### config.mk
export PLATFORM = sky130hd
export DESIGN_NAME = pipeline_writeback_flat
export DESIGN_NICKNAME = d
export VERILOG_FILES = /design/src/rtl/pipeline_pkg.sv /design/src/rtl/pipeline_writeback_if.sv /design/src/rtl/pipeline_writeback_exc_priority_enc.sv /design/src/rtl/pipeline_writeback.sv /design/src/flat_wrapper.sv
export SDC_FILE = /design/constraint.sdc
export NUM_CORES = 1
export LEC_CHECK = 0
export CAP_MARGIN = 20
export CORE_AREA = 2 2 117 119
export DETAILED_ROUTE_END_ITERATION = 10
export DIE_AREA = 0 0 119 121
export DONT_BUFFER_PORTS = 1
export SYNTH_ARGS = -nofsm -noshare
export SYNTH_HDL_FRONTEND = slang
export SYNTH_HIERARCHICAL = 1
export SYNTH_SLANG_ARGS = --single-unit
### constraint.sdc
create_clock -name clk -period 5.88 [get_ports clk]
set_input_delay 1.47 -clock clk [delete_from_list [all_inputs] [get_ports clk]]
set_output_delay 1.47 -clock clk [all_outputs]
set_load 0.01 [all_outputs]
### src/rtl/pipeline_pkg.sv
// Shared definitions for the writeback/retire stage: exception layout,
// exc_code sizing, FSM state and write-source encodings.
package pipeline_pkg;

  // Default exception vector layout, MSB to LSB: {decode, alu, mem}
  localparam int DEC_EXC_W_DEF = 1;
  localparam int ALU_EXC_W_DEF = 3;
  localparam int MEM_EXC_W_DEF = 3;
  localparam int EXC_W_DEF     = DEC_EXC_W_DEF + ALU_EXC_W_DEF + MEM_EXC_W_DEF;

  // Bit positions of each field for the default layout
  localparam int MEM_EXC_LSB = 0;
  localparam int ALU_EXC_LSB = MEM_EXC_LSB + MEM_EXC_W_DEF;
  localparam int DEC_EXC_LSB = ALU_EXC_LSB + ALU_EXC_W_DEF;

  // exc_code holds 0 (none) or 1..EXC_W
  function automatic int exc_code_w(input int exc_w);
    return $clog2(exc_w + 1);
  endfunction

  typedef enum logic {
    ST_IDLE    = 1'b0,
    ST_TRAPPED = 1'b1
  } wb_state_e;

  typedef enum logic [1:0] {
    SRC_ALU     = 2'd0,
    SRC_MEM     = 2'd1,
    SRC_LATEALU = 2'd2
  } wb_src_e;

endpackage

### src/rtl/pipeline_writeback_if.sv
// Writeback bus: instruction/result inputs from the pipeline and the
// regfile write port, forwarding tap and trap record going out.
interface pipeline_writeback_if
  import pipeline_pkg::*;
#(
  parameter int DATA_W    = 32,
  parameter int RIDX_W    = 5,
  parameter int DEC_EXC_W = 1,
  parameter int ALU_EXC_W = 3,
  parameter int MEM_EXC_W = 3,
  parameter int CNT_W     = 32
);
  localparam int EXC_W  = DEC_EXC_W + ALU_EXC_W + MEM_EXC_W;
  localparam int CODE_W = exc_code_w(EXC_W);

  logic                 valid_in;
  logic [DATA_W-1:0]    pc_in;
  logic [DEC_EXC_W-1:0] decode_exception;
  logic [ALU_EXC_W-1:0] alu_exception;
  logic [MEM_EXC_W-1:0] mem_exception;
  logic [RIDX_W-1:0]    rd_index;
  logic                 regwrite_enable;
  logic                 memread_enable;
  logic                 memop_disable;
  logic                 latealu_enable;
  logic [DATA_W-1:0]    latealu_result;
  logic [DATA_W-1:0]    alu_out;
  logic [DATA_W-1:0]    mem_out;
  logic                 exc_ack;

  logic [EXC_W-1:0]     final_exception;
  logic [CODE_W-1:0]    exc_code;
  logic                 exc_pending;
  logic [DATA_W-1:0]    exc_pc;
  logic                 flush;
  logic                 we;
  logic [RIDX_W-1:0]    windex;
  logic [DATA_W-1:0]    win;
  logic                 fwd_valid;
  logic [RIDX_W-1:0]    fwd_index;
  logic [DATA_W-1:0]    fwd_data;
  logic [CNT_W-1:0]     retire_count;

  modport master (
    output valid_in, pc_in, decode_exception, alu_exception, mem_exception,
           rd_index, regwrite_enable, memread_enable, memop_disable,
           latealu_enable, latealu_result, alu_out, mem_out, exc_ack,
    input  final_exception, exc_code, exc_pending, exc_pc, flush,
           we, windex, win, fwd_valid, fwd_index, fwd_data, retire_count
  );

  modport slave (
    input  valid_in, pc_in, decode_exception, alu_exception, mem_exception,
           rd_index, regwrite_enable, memread_enable, memop_disable,
           latealu_enable, latealu_result, alu_out, mem_out, exc_ack,
    output final_exception, exc_code, exc_pending, exc_pc, flush,
           we, windex, win, fwd_valid, fwd_index, fwd_data, retire_count
  );

endinterface

### src/rtl/pipeline_writeback_exc_priority_enc.sv
// Priority encoder: 1 + index of the highest set exception bit, 0 if none.
module exc_priority_enc
  import pipeline_pkg::*;
#(
  parameter int EXC_W  = EXC_W_DEF,
  parameter int CODE_W = exc_code_w(EXC_W)
) (
  input  logic [EXC_W-1:0]  exc,
  output logic [CODE_W-1:0] code
);

  // Ascending scan so the highest set bit is the last to win
  always_comb begin
    code = '0;
    for (int i = 0; i < EXC_W; i++) begin
      if (exc[i]) code = CODE_W'(i + 1);
    end
  end

endmodule

### src/rtl/pipeline_writeback.sv
// Writeback/retire stage: selects the regfile write source, captures the
// first exception into a sticky trap record, and counts retired instructions.
module pipeline_writeback
  import pipeline_pkg::*;
#(
  parameter int DATA_W    = 32,
  parameter int RIDX_W    = 5,
  parameter int DEC_EXC_W = 1,
  parameter int ALU_EXC_W = 3,
  parameter int MEM_EXC_W = 3,
  parameter int REG_OUT   = 0,
  parameter int CNT_W     = 32
) (
  input logic                 clk,
  input logic                 rst,
  pipeline_writeback_if.slave bus
);

  localparam int EXC_W  = DEC_EXC_W + ALU_EXC_W + MEM_EXC_W;
  localparam int CODE_W = exc_code_w(EXC_W);

  wb_state_e         state_q, state_d;
  logic [EXC_W-1:0]  exc_lat_q, exc_lat_d;
  logic [DATA_W-1:0] exc_pc_q, exc_pc_d;
  logic              exc_pending_q, exc_pending_d;
  logic [CNT_W-1:0]  retire_q, retire_d;

  logic [EXC_W-1:0]  exc_in;
  logic [EXC_W-1:0]  final_exc;
  logic              is_idle;
  logic              capture;
  logic              wr;
  wb_src_e           src;
  logic [DATA_W-1:0] wdata;

  // Incoming exceptions, fast-path final vector and the capture condition
  always_comb begin
    exc_in    = bus.valid_in ? {bus.decode_exception, bus.alu_exception, bus.mem_exception}
                             : '0;
    is_idle   = (state_q == ST_IDLE);
    final_exc = is_idle ? exc_in : exc_lat_q;
    capture   = is_idle && (exc_in != '0);
  end

  // Trap FSM: first exception wins; ack only matters once trapped, so a
  // capture cycle with ack high still captures
  always_comb begin
    state_d       = state_q;
    exc_lat_d     = exc_lat_q;
    exc_pc_d      = exc_pc_q;
    exc_pending_d = exc_pending_q;
    case (state_q)
      ST_IDLE: begin
        if (capture) begin
          state_d       = ST_TRAPPED;
          exc_lat_d     = exc_in;
          exc_pc_d      = bus.pc_in;
          exc_pending_d = 1'b1;
        end
      end
      ST_TRAPPED: begin
        if (bus.exc_ack) begin
          state_d       = ST_IDLE;
          exc_lat_d     = '0;
          exc_pc_d      = '0;
          exc_pending_d = 1'b0;
        end
      end
      default: state_d = ST_IDLE;
    endcase
  end

  // Retire counter: clean valid instructions in IDLE, wraps naturally
  always_comb begin
    retire_d = retire_q;
    if (bus.valid_in && (final_exc == '0) && is_idle) retire_d = retire_q + CNT_W'(1);
  end

  // Write source select and write qualification
  always_comb begin
    if (bus.latealu_enable)                          src = SRC_LATEALU;
    else if (bus.memread_enable && !bus.memop_disable) src = SRC_MEM;
    else                                             src = SRC_ALU;
    case (src)
      SRC_LATEALU: wdata = bus.latealu_result;
      SRC_MEM:     wdata = bus.mem_out;
      default:     wdata = bus.alu_out;
    endcase
    wr = bus.valid_in && bus.regwrite_enable && (final_exc == '0)
         && (bus.rd_index != '0) && is_idle;
  end

  // Trap record and counter state
  always_ff @(posedge clk) begin
    if (rst) begin
      state_q       <= ST_IDLE;
      exc_lat_q     <= '0;
      exc_pc_q      <= '0;
      exc_pending_q <= 1'b0;
      retire_q      <= '0;
    end else begin
      state_q       <= state_d;
      exc_lat_q     <= exc_lat_d;
      exc_pc_q      <= exc_pc_d;
      exc_pending_q <= exc_pending_d;
      retire_q      <= retire_d;
    end
  end

  exc_priority_enc #(.EXC_W(EXC_W), .CODE_W(CODE_W)) u_enc (
    .exc  (final_exc),
    .code (bus.exc_code)
  );

  generate
    if (REG_OUT != 0) begin : g_reg_out
      logic              we_q, we_d;
      logic [RIDX_W-1:0] windex_q, windex_d;
      logic [DATA_W-1:0] win_q, win_d;

      // Next-cycle write port values
      always_comb begin
        we_d     = wr;
        windex_d = bus.rd_index;
        win_d    = wdata;
      end

      // Registered write port; reset drops any in-flight write
      always_ff @(posedge clk) begin
        if (rst) begin
          we_q     <= 1'b0;
          windex_q <= '0;
          win_q    <= '0;
        end else begin
          we_q     <= we_d;
          windex_q <= windex_d;
          win_q    <= win_d;
        end
      end

      assign bus.we     = we_q;
      assign bus.windex = windex_q;
      assign bus.win    = win_q;
    end else begin : g_comb_out
      assign bus.we     = wr;
      assign bus.windex = bus.rd_index;
      assign bus.win    = wdata;
    end
  endgenerate

  assign bus.final_exception = final_exc;
  assign bus.flush           = capture;
  assign bus.exc_pending     = exc_pending_q;
  assign bus.exc_pc          = exc_pc_q;
  assign bus.retire_count    = retire_q;
  assign bus.fwd_valid       = bus.we;
  assign bus.fwd_index       = bus.windex;
  assign bus.fwd_data        = bus.win;

endmodule

### src/flat_wrapper.sv
// flat-port wrapper written by rule: the top's interface ports become plain ports
module pipeline_writeback_flat import pipeline_pkg::*;
#(
  parameter int DATA_W    = 32,
  parameter int RIDX_W    = 5,
  parameter int DEC_EXC_W = 1,
  parameter int ALU_EXC_W = 3,
  parameter int MEM_EXC_W = 3,
  parameter int REG_OUT   = 0,
  parameter int CNT_W     = 32
)
  (clk, rst, bus_valid_in, bus_pc_in, bus_decode_exception, bus_alu_exception, bus_mem_exception, bus_rd_index, bus_regwrite_enable, bus_memread_enable, bus_memop_disable, bus_latealu_enable, bus_latealu_result, bus_alu_out, bus_mem_out, bus_exc_ack, bus_final_exception, bus_exc_code, bus_exc_pending, bus_exc_pc, bus_flush, bus_we, bus_windex, bus_win, bus_fwd_valid, bus_fwd_index, bus_fwd_data, bus_retire_count);
  pipeline_writeback_if #(.DATA_W(DATA_W), .RIDX_W(RIDX_W), .DEC_EXC_W(DEC_EXC_W), .ALU_EXC_W(ALU_EXC_W), .MEM_EXC_W(MEM_EXC_W), .CNT_W(CNT_W)) bus_i ();
  input logic clk;
  input logic rst;
  input wire logic [$bits(bus_i.valid_in)-1:0] bus_valid_in;
  input wire logic [$bits(bus_i.pc_in)-1:0] bus_pc_in;
  input wire logic [$bits(bus_i.decode_exception)-1:0] bus_decode_exception;
  input wire logic [$bits(bus_i.alu_exception)-1:0] bus_alu_exception;
  input wire logic [$bits(bus_i.mem_exception)-1:0] bus_mem_exception;
  input wire logic [$bits(bus_i.rd_index)-1:0] bus_rd_index;
  input wire logic [$bits(bus_i.regwrite_enable)-1:0] bus_regwrite_enable;
  input wire logic [$bits(bus_i.memread_enable)-1:0] bus_memread_enable;
  input wire logic [$bits(bus_i.memop_disable)-1:0] bus_memop_disable;
  input wire logic [$bits(bus_i.latealu_enable)-1:0] bus_latealu_enable;
  input wire logic [$bits(bus_i.latealu_result)-1:0] bus_latealu_result;
  input wire logic [$bits(bus_i.alu_out)-1:0] bus_alu_out;
  input wire logic [$bits(bus_i.mem_out)-1:0] bus_mem_out;
  input wire logic [$bits(bus_i.exc_ack)-1:0] bus_exc_ack;
  output wire logic [$bits(bus_i.final_exception)-1:0] bus_final_exception;
  output wire logic [$bits(bus_i.exc_code)-1:0] bus_exc_code;
  output wire logic [$bits(bus_i.exc_pending)-1:0] bus_exc_pending;
  output wire logic [$bits(bus_i.exc_pc)-1:0] bus_exc_pc;
  output wire logic [$bits(bus_i.flush)-1:0] bus_flush;
  output wire logic [$bits(bus_i.we)-1:0] bus_we;
  output wire logic [$bits(bus_i.windex)-1:0] bus_windex;
  output wire logic [$bits(bus_i.win)-1:0] bus_win;
  output wire logic [$bits(bus_i.fwd_valid)-1:0] bus_fwd_valid;
  output wire logic [$bits(bus_i.fwd_index)-1:0] bus_fwd_index;
  output wire logic [$bits(bus_i.fwd_data)-1:0] bus_fwd_data;
  output wire logic [$bits(bus_i.retire_count)-1:0] bus_retire_count;
  assign bus_i.valid_in = bus_valid_in;
  assign bus_i.pc_in = bus_pc_in;
  assign bus_i.decode_exception = bus_decode_exception;
  assign bus_i.alu_exception = bus_alu_exception;
  assign bus_i.mem_exception = bus_mem_exception;
  assign bus_i.rd_index = bus_rd_index;
  assign bus_i.regwrite_enable = bus_regwrite_enable;
  assign bus_i.memread_enable = bus_memread_enable;
  assign bus_i.memop_disable = bus_memop_disable;
  assign bus_i.latealu_enable = bus_latealu_enable;
  assign bus_i.latealu_result = bus_latealu_result;
  assign bus_i.alu_out = bus_alu_out;
  assign bus_i.mem_out = bus_mem_out;
  assign bus_i.exc_ack = bus_exc_ack;
  assign bus_final_exception = bus_i.final_exception;
  assign bus_exc_code = bus_i.exc_code;
  assign bus_exc_pending = bus_i.exc_pending;
  assign bus_exc_pc = bus_i.exc_pc;
  assign bus_flush = bus_i.flush;
  assign bus_we = bus_i.we;
  assign bus_windex = bus_i.windex;
  assign bus_win = bus_i.win;
  assign bus_fwd_valid = bus_i.fwd_valid;
  assign bus_fwd_index = bus_i.fwd_index;
  assign bus_fwd_data = bus_i.fwd_data;
  assign bus_retire_count = bus_i.retire_count;
  pipeline_writeback #(.DATA_W(DATA_W), .RIDX_W(RIDX_W), .DEC_EXC_W(DEC_EXC_W), .ALU_EXC_W(ALU_EXC_W), .MEM_EXC_W(MEM_EXC_W), .REG_OUT(REG_OUT), .CNT_W(CNT_W)) u_core (.clk(clk), .rst(rst), .bus(bus_i));
endmodule
* Word-level counts from Yosys, hierarchy flattened
Cells that the tools add are included.
Cells by class: bitwise gates (word level) 1, equal/unequal tests 4, add/sub/neg operators 1, multiplexer cells 24, reduce and logical (&&, ||, !) cells 13
Operators by type and width (number):
- case mux 32 bit (2 select lines) | 2
- two-way mux 32 bit | 2
- adder 32 x 1 -> 32 bit, second input constant | 1
- two-way mux 7 bit | 4
- two-way mux 3 bit | 6
- case mux 7 bit (2 select lines) | 1
- logical AND 1 bit | 8
- zero test 7 bit | 1
- nonzero test 7 bit | 1
- two-way mux 1 bit | 6
- nonzero test 5 bit | 1
- != test 2 bit, second input constant | 2
- case mux 1 bit (2 select lines) | 2
- == test 2 x 1 -> 1 bit, second input constant | 1
- == test 2 bit, second input constant | 1
- two-way mux 2 bit | 1
- AND reduction 2 bit | 1
- zero test 1 bit | 1
- NOT 1 bit | 1
Storage, ports and cells: logic and storage cells 48, flip-flop bits (word level) 73, input bits 148

* Depth between registers and ports, before layout
Gate-level depths: netlist of run 1.
depth in word-level cells 9, depth in mapped cells 7, depth with buffers taken out 5

* Modules after synthesis
The synthesis of run 1 kept the hierarchy.
By module, submodules not included:
- pipeline_writeback | cells an instance 479, area an instance 4062.6 um^2, instances 1, seq. area each 1461.4 um^2
- exc_priority_enc | cells an instance 10, area an instance 45.0 um^2, instances 1, seq. area each 0.0 um^2

* Worst setup path after synthesis of run 1
OpenSTA, ideal clock, no wires.
path type input port to output port, start input bus_memop_disable, end output bus_win[12], required time 4.410 ns, path slack 1.524 ns, data arrival time 2.886 ns, stages on the path 6, cells stage by stage nand2b_1 clkbuf_1 buf_1 mux2i_1 o21ai_0 buf_4
Between the ends: longest elaborated chain between the ends 6, elaborated cells between the ends (all ways) 7
Ends and longest elaborated chain:
- start: declaration | RTL line flat_wrapper.sv:24 | input wire logic [$bits(bus_i.memop_disable)-1:0] bus_memop_disable;
- zero test 1 bit * | RTL line pipeline_writeback.sv:82 | else if (bus.memread_enable && !bus.memop_disable) src = SRC_MEM;
- logical AND 1 bit * | RTL line pipeline_writeback.sv:82
- two-way mux 1 bit * | RTL line pipeline_writeback.sv:82
- two-way mux 2 bit * | RTL line pipeline_writeback.sv:81 | if (bus.latealu_enable) src = SRC_LATEALU;
- == test 2 x 1 -> 1 bit or == test 2 bit (tied branches) | RTL line pipeline_writeback.sv:84 | case (src)
- case mux 32 bit (2 select lines) * | RTL line pipeline_writeback.sv:84
- end: declaration | RTL line flat_wrapper.sv:37 | output wire logic [$bits(bus_i.win)-1:0] bus_win;
Every way passes the cells marked *; elsewhere a longest branch is shown, timed or not.

* Worst setup path in the final report of run 1
start input bus_memop_disable, end output bus_win[1]
Same word-level chain as after synthesis.

==> results of run 1 <==
## cells in the mapped netlist (2+ instances only)
| cell type | count | area [um^2] |
|---|---|---|
| nand4b_1 | 2 | 17.5 |
| nand2_1 | 54 | 203 |
| mux2i_1 | 33 | 330 |
| or3_1 | 6 | 37.5 |
| and4_1 | 7 | 61.3 |
| nand2b_1 | 2 | 12.5 |
| inv_1 | 5 | 18.8 |
| nor4b_1 | 2 | 17.5 |
| o41ai_1 | 2 | 17.5 |
| or4_1 | 15 | 113 |
| o31ai_1 | 13 | 97.6 |
| xor2_1 | 5 | 43.8 |
| nor4_1 | 4 | 25.0 |
| a32oi_1 | 7 | 61.3 |
| buf_1 | 4 | 15.0 |
| o21ai_0 | 41 | 205 |
| and3_1 | 3 | 18.8 |
| buf_4 | 44 | 330 |
| nand4_1 | 15 | 93.8 |
| mux2_2 | 4 | 45.0 |
| a22o_1 | 32 | 280 |
| a21oi_1 | 32 | 160 |
| clkbuf_1 | 25 | 93.8 |
| nand3_1 | 15 | 75.1 |
| dfxtp_1 | 73 | 1460 |
| buf_6 | 2 | 22.5 |
| nor2_1 | 23 | 86.3 |
| nor2b_1 | 6 | 37.5 |
## registers in the layout, summed over array words and instances, names as in the netlist
register and count:
u_core/bus.exc_pc 32, u_core/bus.retire_count 32, u_core/state_q 1, u_core/exc_lat_q 7
u_core/bus.exc_pending 1
## final timing paths
check | to | slack (ps) | startpoint
worst max-delay path | bus_win[1] | 1170 | bus_memop_disable
worst min-delay path | u_core/bus.exc_pending$_SDFFE_PP0P_ | 510 | u_core/bus.exc_pending$_SDFFE_PP0P_
worst max register to register | u_core/bus.exc_pc[1]$_SDFFE_PP0P_ | 2980 | u_core/state_q$_SDFF_PP0_
worst min register to register | u_core/bus.exc_pending$_SDFFE_PP0P_ | 510 | u_core/bus.exc_pending$_SDFFE_PP0P_
## critical path, stage by stage
cell and delay, ps:
nand2b_2 730, mux2i_1 150, o21ai_0 510, buf_4 230, buf_4 120
## through the flow
step / hold slack, ps / setup WS, ps / cell area (um^2) / instances / total power [mW]
6_report: 514 / 1170 / 4280 / 624 / 1.18
5_1_grt: 530 / 1040 / 4280 / 624 / 1.22
4_1_cts: 516 / 1130 / 4280 / 624 / 1.19
3_5_place_dp: 507 / 1150 / 4010 / 608 / 0.688
3_3_place_gp: 495 / 1180 / 4010 / 608 / 0.685
2_1_floorplan: 480 / 1520 / 4110 / 489 / 0.686
## cell usage in the layout (no fill, tap or decap), types with 19 or more instances in the layout
cell | synthesis | final
o21ai_0 | 41 | 41
buf_4 | 44 | 19
a21oi_1 | 32 | 32
a22o_1 | 32 | 32
nor2_1 | 23 | 23
nand2_1 | 54 | 54
mux2i_1 | 33 | 33
dfxtp_1 | 73 | 73
## where the power goes
part / internal [mW] / switching, mW / leakage, nW
Combinational: 0.0507 / 0.0926 / 0.909
Sequential: 0.513 / 0.0208 / 0.595
Clock: 0.284 / 0.218 / 0.128
Total: 0.848 / 0.332 / 1.63
## kinds of logic (layout without fill, tap and decap cells)
family / count (synthesis) / count (layout) / share of synthesized area [%]
and+or+nand+nor: 161 / 161 / 21.4
AOI/OAI and AO/OA: 129 / 129 / 20.5
xor gates and xnor gates: 5 / 5 / 1.07
adders and majority gates: 1 / 1 / 0.305
DFF: 73 / 73 / 35.6
muxes: 37 / 37 / 9.14
buffers and inverters: 83 / 42 / 12.0
## layer usage
layer	vias up	GRT usage, %	wire (um)
li1	1679	-	-
met1	1754	19.3	5070
met2	215	35.9	8050
met3	8	7.42	1390
met4	0	4.76	134
met5	-	0	0
## layout make-up
type                            count  area [um^2]  share of cell area (%)
Multi-Input combinational cell    333         2160                    50.4
Timing Repair Buffer               19          143                    3.33
Clock inverter                      7         46.3                    1.08
Tap cell                          176          220                    5.15
Clock buffer                        9          225                    5.26
Inverter                            7         26.3                   0.614
Sequential cell                    73         1460                    34.2
==> run metrics, run 1 <==
vias in the first global route=3264; Overflow after GRT=0; Worst-path clk slew=60 ps; Static Leak=1.63 nW; Antenna Cells=0; CP startpoint kind=input port; synthesized area=0.00411 mm^2; first-pass GRT wire length=20600 um; Die ar.=0.0144 mm^2; DR vias/cell=5.86; clk buf depth=2; RSZ-0062 raised after global routing=no; CP required=~4400 ps; CTS tree=yes; CTS Sinks=73; final core occ=32.7%; Max-Cap Viols=0; Die Height=around 120 um; hold buffers post-CTS=0; IO Count=300; maximum clock frequency=212 MHz; initial antenna violation count=0; CTS Buf Count=9; HP Class=reg -> reg; number of synthesized flops with an enable pin=0; Critical Path AT=3240 ps; Crit. End Element=output pin; Final Max Slew Viols=0; synthesized flop and latch total=73; final hold vios=0; placement row count=42; CP Class=in -> out; Detailed Route WL=about 15000 um; GRT Resource Usage Total=18.9%; Core Box Area=0.0131 mm^2; worst skew pair latency=340 ps; Avg WL per Cell=approximately 23 um; hold path depth=2; top_reg_cell synth=dfxtp_1; Worst Skew=~8.9 ps; worst-margin pin slew=975 ps; Post CTS Setup Buffer Count=0; RD Place Congestion=about 0.96; vias=3656; # setup viols final=0; share of cells above drive strength 1=10.3%; worst reg2reg path depth=6; first-pass detailed-route iteration total=5; Gate Count Post-Synth=489; setup tns final=0 ps; Ys Warns=6; Nets=592; post-cts resize count=0; crit path max fanout=30; Final period util=80.1%; Synth async-reset ratio=0%; drt drc=0; Worst slew margin=35.0%; Yosys cell types=between 40 and 50; # H-tree levels=3; Post-DP HPWL=between 10000 and 15000 um; clock root cell=clkbuf_16; Port Buf Inserts=0; fill count=around 1300; starting DRC count in detailed routing=231; register area share after synthesis=a little over a third; status=finished clean; PwrDens=276 mW/mm^2; Initial Utilization=31.4%; min Tclk post-route=4710 ps; largest net degree at the start of global routing=65; Layout area overhead=4.14%; Antenna Nets Post-Route=0; syn nets=approximately 640; Post-Syn Area per Cell=8.40 um^2; Die W=119 um; VDD IR max=169 uV
Note: power is estimated with default switching activity, not from simulation.
==> inputs of run 2 (changes only) <==
Clock period 5.88 ns to 4.05 ns, I/O delays scaled along.
==> run 2 against run 1 <==
Clock power increased by 60%. Combinational power increased by 62%. Core utilization increased by 1.4 points.
==> run metrics, run 2 (synthesis gave the netlist of run 1 again) <==
status=finished clean; worst skew pair latency=340 ps (about the same); Post-DP HPWL=11600 um (+0.57%); Die ar.=0.0144 mm^2 (unchanged); drt drc=0 (unchanged); setup tns final=0 ps (unchanged); Avg WL per Cell=22.8 um (-2.9%); origin of the worst setup path=bus_memop_disable; Final period util=around 87%; first-pass detailed-route iteration total=6 (+1); Final Max Slew Viols=0 (unchanged); min setup slack post-route=537 ps (-631 ps); Area after DPL=0.00416 mm^2 (+3.7%); Worst slew margin=33.7% (-1.3 points); hold_sp=u_core/bus.exc_pending$_SDFFE_PP0P_; Core Box Area=0.0131 mm^2 (unchanged); Die Height=121 um (unchanged); Layout area overhead=8.53%; RD Place Congestion=0.931 (-2.5%); Detailed Route WL=14700 um (+0.57%); post-cts resize count=0 (unchanged); clock root cell=clkbuf_16; CP Class=in -> out; Worst Skew=8.08 ps (-0.802 ps); max incr delay on CP=450 ps (-280 ps); maximum clock frequency=285 MHz; clk buf depth=2 (unchanged); worst-margin pin slew=994 ps (+18.1 ps); worst reg2reg path depth=6 (unchanged); VDD IR max=217 uV (+29%); Overflow after GRT=0 (unchanged); Nets=612 (+3.4%); placement row count=42 (unchanged); Fin Hold WS=510 ps (-3.42 ps); first-pass GRT wire length=21100 um (+2.3%); PwrDens=406 mW/mm^2 (+47%); CTS tree=yes; Cell Chain, Critical Path=nand2b_2 > buf_4 > mux2i_1 > o21ai_0 > buf_4 > buf_4; Reg2Reg Setup Slack=1260 ps (-1720 ps); Port Buf Inserts=0 (unchanged); hold buffers post-CTS=0 (unchanged); CP required=3040 ps (-1370 ps); CTS Buf Count=9 (unchanged); Antenna Nets Post-Route=0 (unchanged); Die W=119 um (unchanged); DR vias/cell=5.74 (-2.1%); fill count=1394 (+3.3%); final core occ=34.1% (+1.4 points); hold path depth=2 (unchanged); Post CTS Setup Buffer Count=0 (unchanged); initial antenna violation count=2 (+2); Initial Utilization=31.4% (unchanged); CTS Sinks=73 (unchanged); GRT Resource Usage Total=19.2% (+0.34 points); # setup viols final=0 (unchanged); min Tclk post-route=~3500 ps; IO Count=300 (unchanged); share of cells above drive strength 1=13.9% (+3.6 points); crit-path most repeated cell=buf_4; starting DRC count in detailed routing=225 (-2.6%); crit path max fanout=32 (+6.7%); Worst-path clk slew=60 ps (about the same); CP startpoint kind=input port; HP Class=reg -> reg; Crit. End Element=output pin; vias=3706 (+1.4%); largest net degree at the start of global routing=65 (unchanged); vias in the first global route=3442 (+5.5%); # H-tree levels=3 (unchanged); Max-Cap Viols=0 (unchanged); Post-Place Setup Slack=539 ps (-610 ps); Slowest-stage cell, CP=o21ai_0; Critical Path AT=2500 ps (-740 ps); worst r2r src=u_core/state_q$_SDFF_PP0_; Static Leak=1.74 nW (+6.6%); most frequent cells in the layout=dfxtp_1, nand2_1, o21ai_0, buf_4, mux2i_1; RSZ-0062 raised after global routing=no; Finished Cell Area=0.00446 mm^2 (+4.2%); final hold vios=0 (unchanged); commonest non-fill, non-tap cell in the layout=dfxtp_1
run 2: path summary, 6_finish.rpt:
check | to
setup reg to reg | u_core/bus.exc_pc[26]$_SDFFE_PP0P_
setup / recovery | bus_win[1]
hold / removal | u_core/bus.exc_pending$_SDFFE_PP0P_
hold reg to reg | u_core/bus.exc_pending$_SDFFE_PP0P_
run 2: power by group:
part / switching, mW / internal, mW
sequential: 0.0300 / 0.744
combinational: 0.139 / 0.0915
clock: 0.325 / 0.479
total: 0.494 / 1.32
run 2: metal layers:
metal	part of all wire (%)	wire, um	GRT usage [%]
met5	0	0	0
met2	53	7830	35.1
met1	35	5110	18.6
met4	2.4	354	8.93
met3	9.7	1430	8.51
run 2: stage by stage:
stage | std cells | power [mW]
4_1_cts | 644 | 1.83
3_5_place_dp | 628 | 1.02
2_1_floorplan | 489 | 0.996
6_report | 646 | 1.81
5_1_grt | 646 | 1.88
3_3_place_gp | 628 | 1.02
run 2: area by class of cell:
| cell class | count | area (um^2) | area share [%] |
|---|---|---|---|
| multi-input combinational | 333 | 2160 | 48.4 |
| sequential | 73 | 1460 | 32.8 |
| timing repair buffer | 39 | 293 | 6.57 |
| clock buffer | 10 | 229 | 5.14 |
| tap | 176 | 220 | 4.94 |
| clock inverter | 6 | 67.6 | 1.52 |
| inverter | 7 | 26.3 | 0.589 |
| antenna | 2 | 5.00 | 0.112 |
run 2: worst max-delay path, delay by kind of cell:
family                 cells  cell delay, ps
buffers and inverters      3             780
AOI/OAI and AO/OA          1             450
muxes                      1             140
and+or+nand+nor            1              80
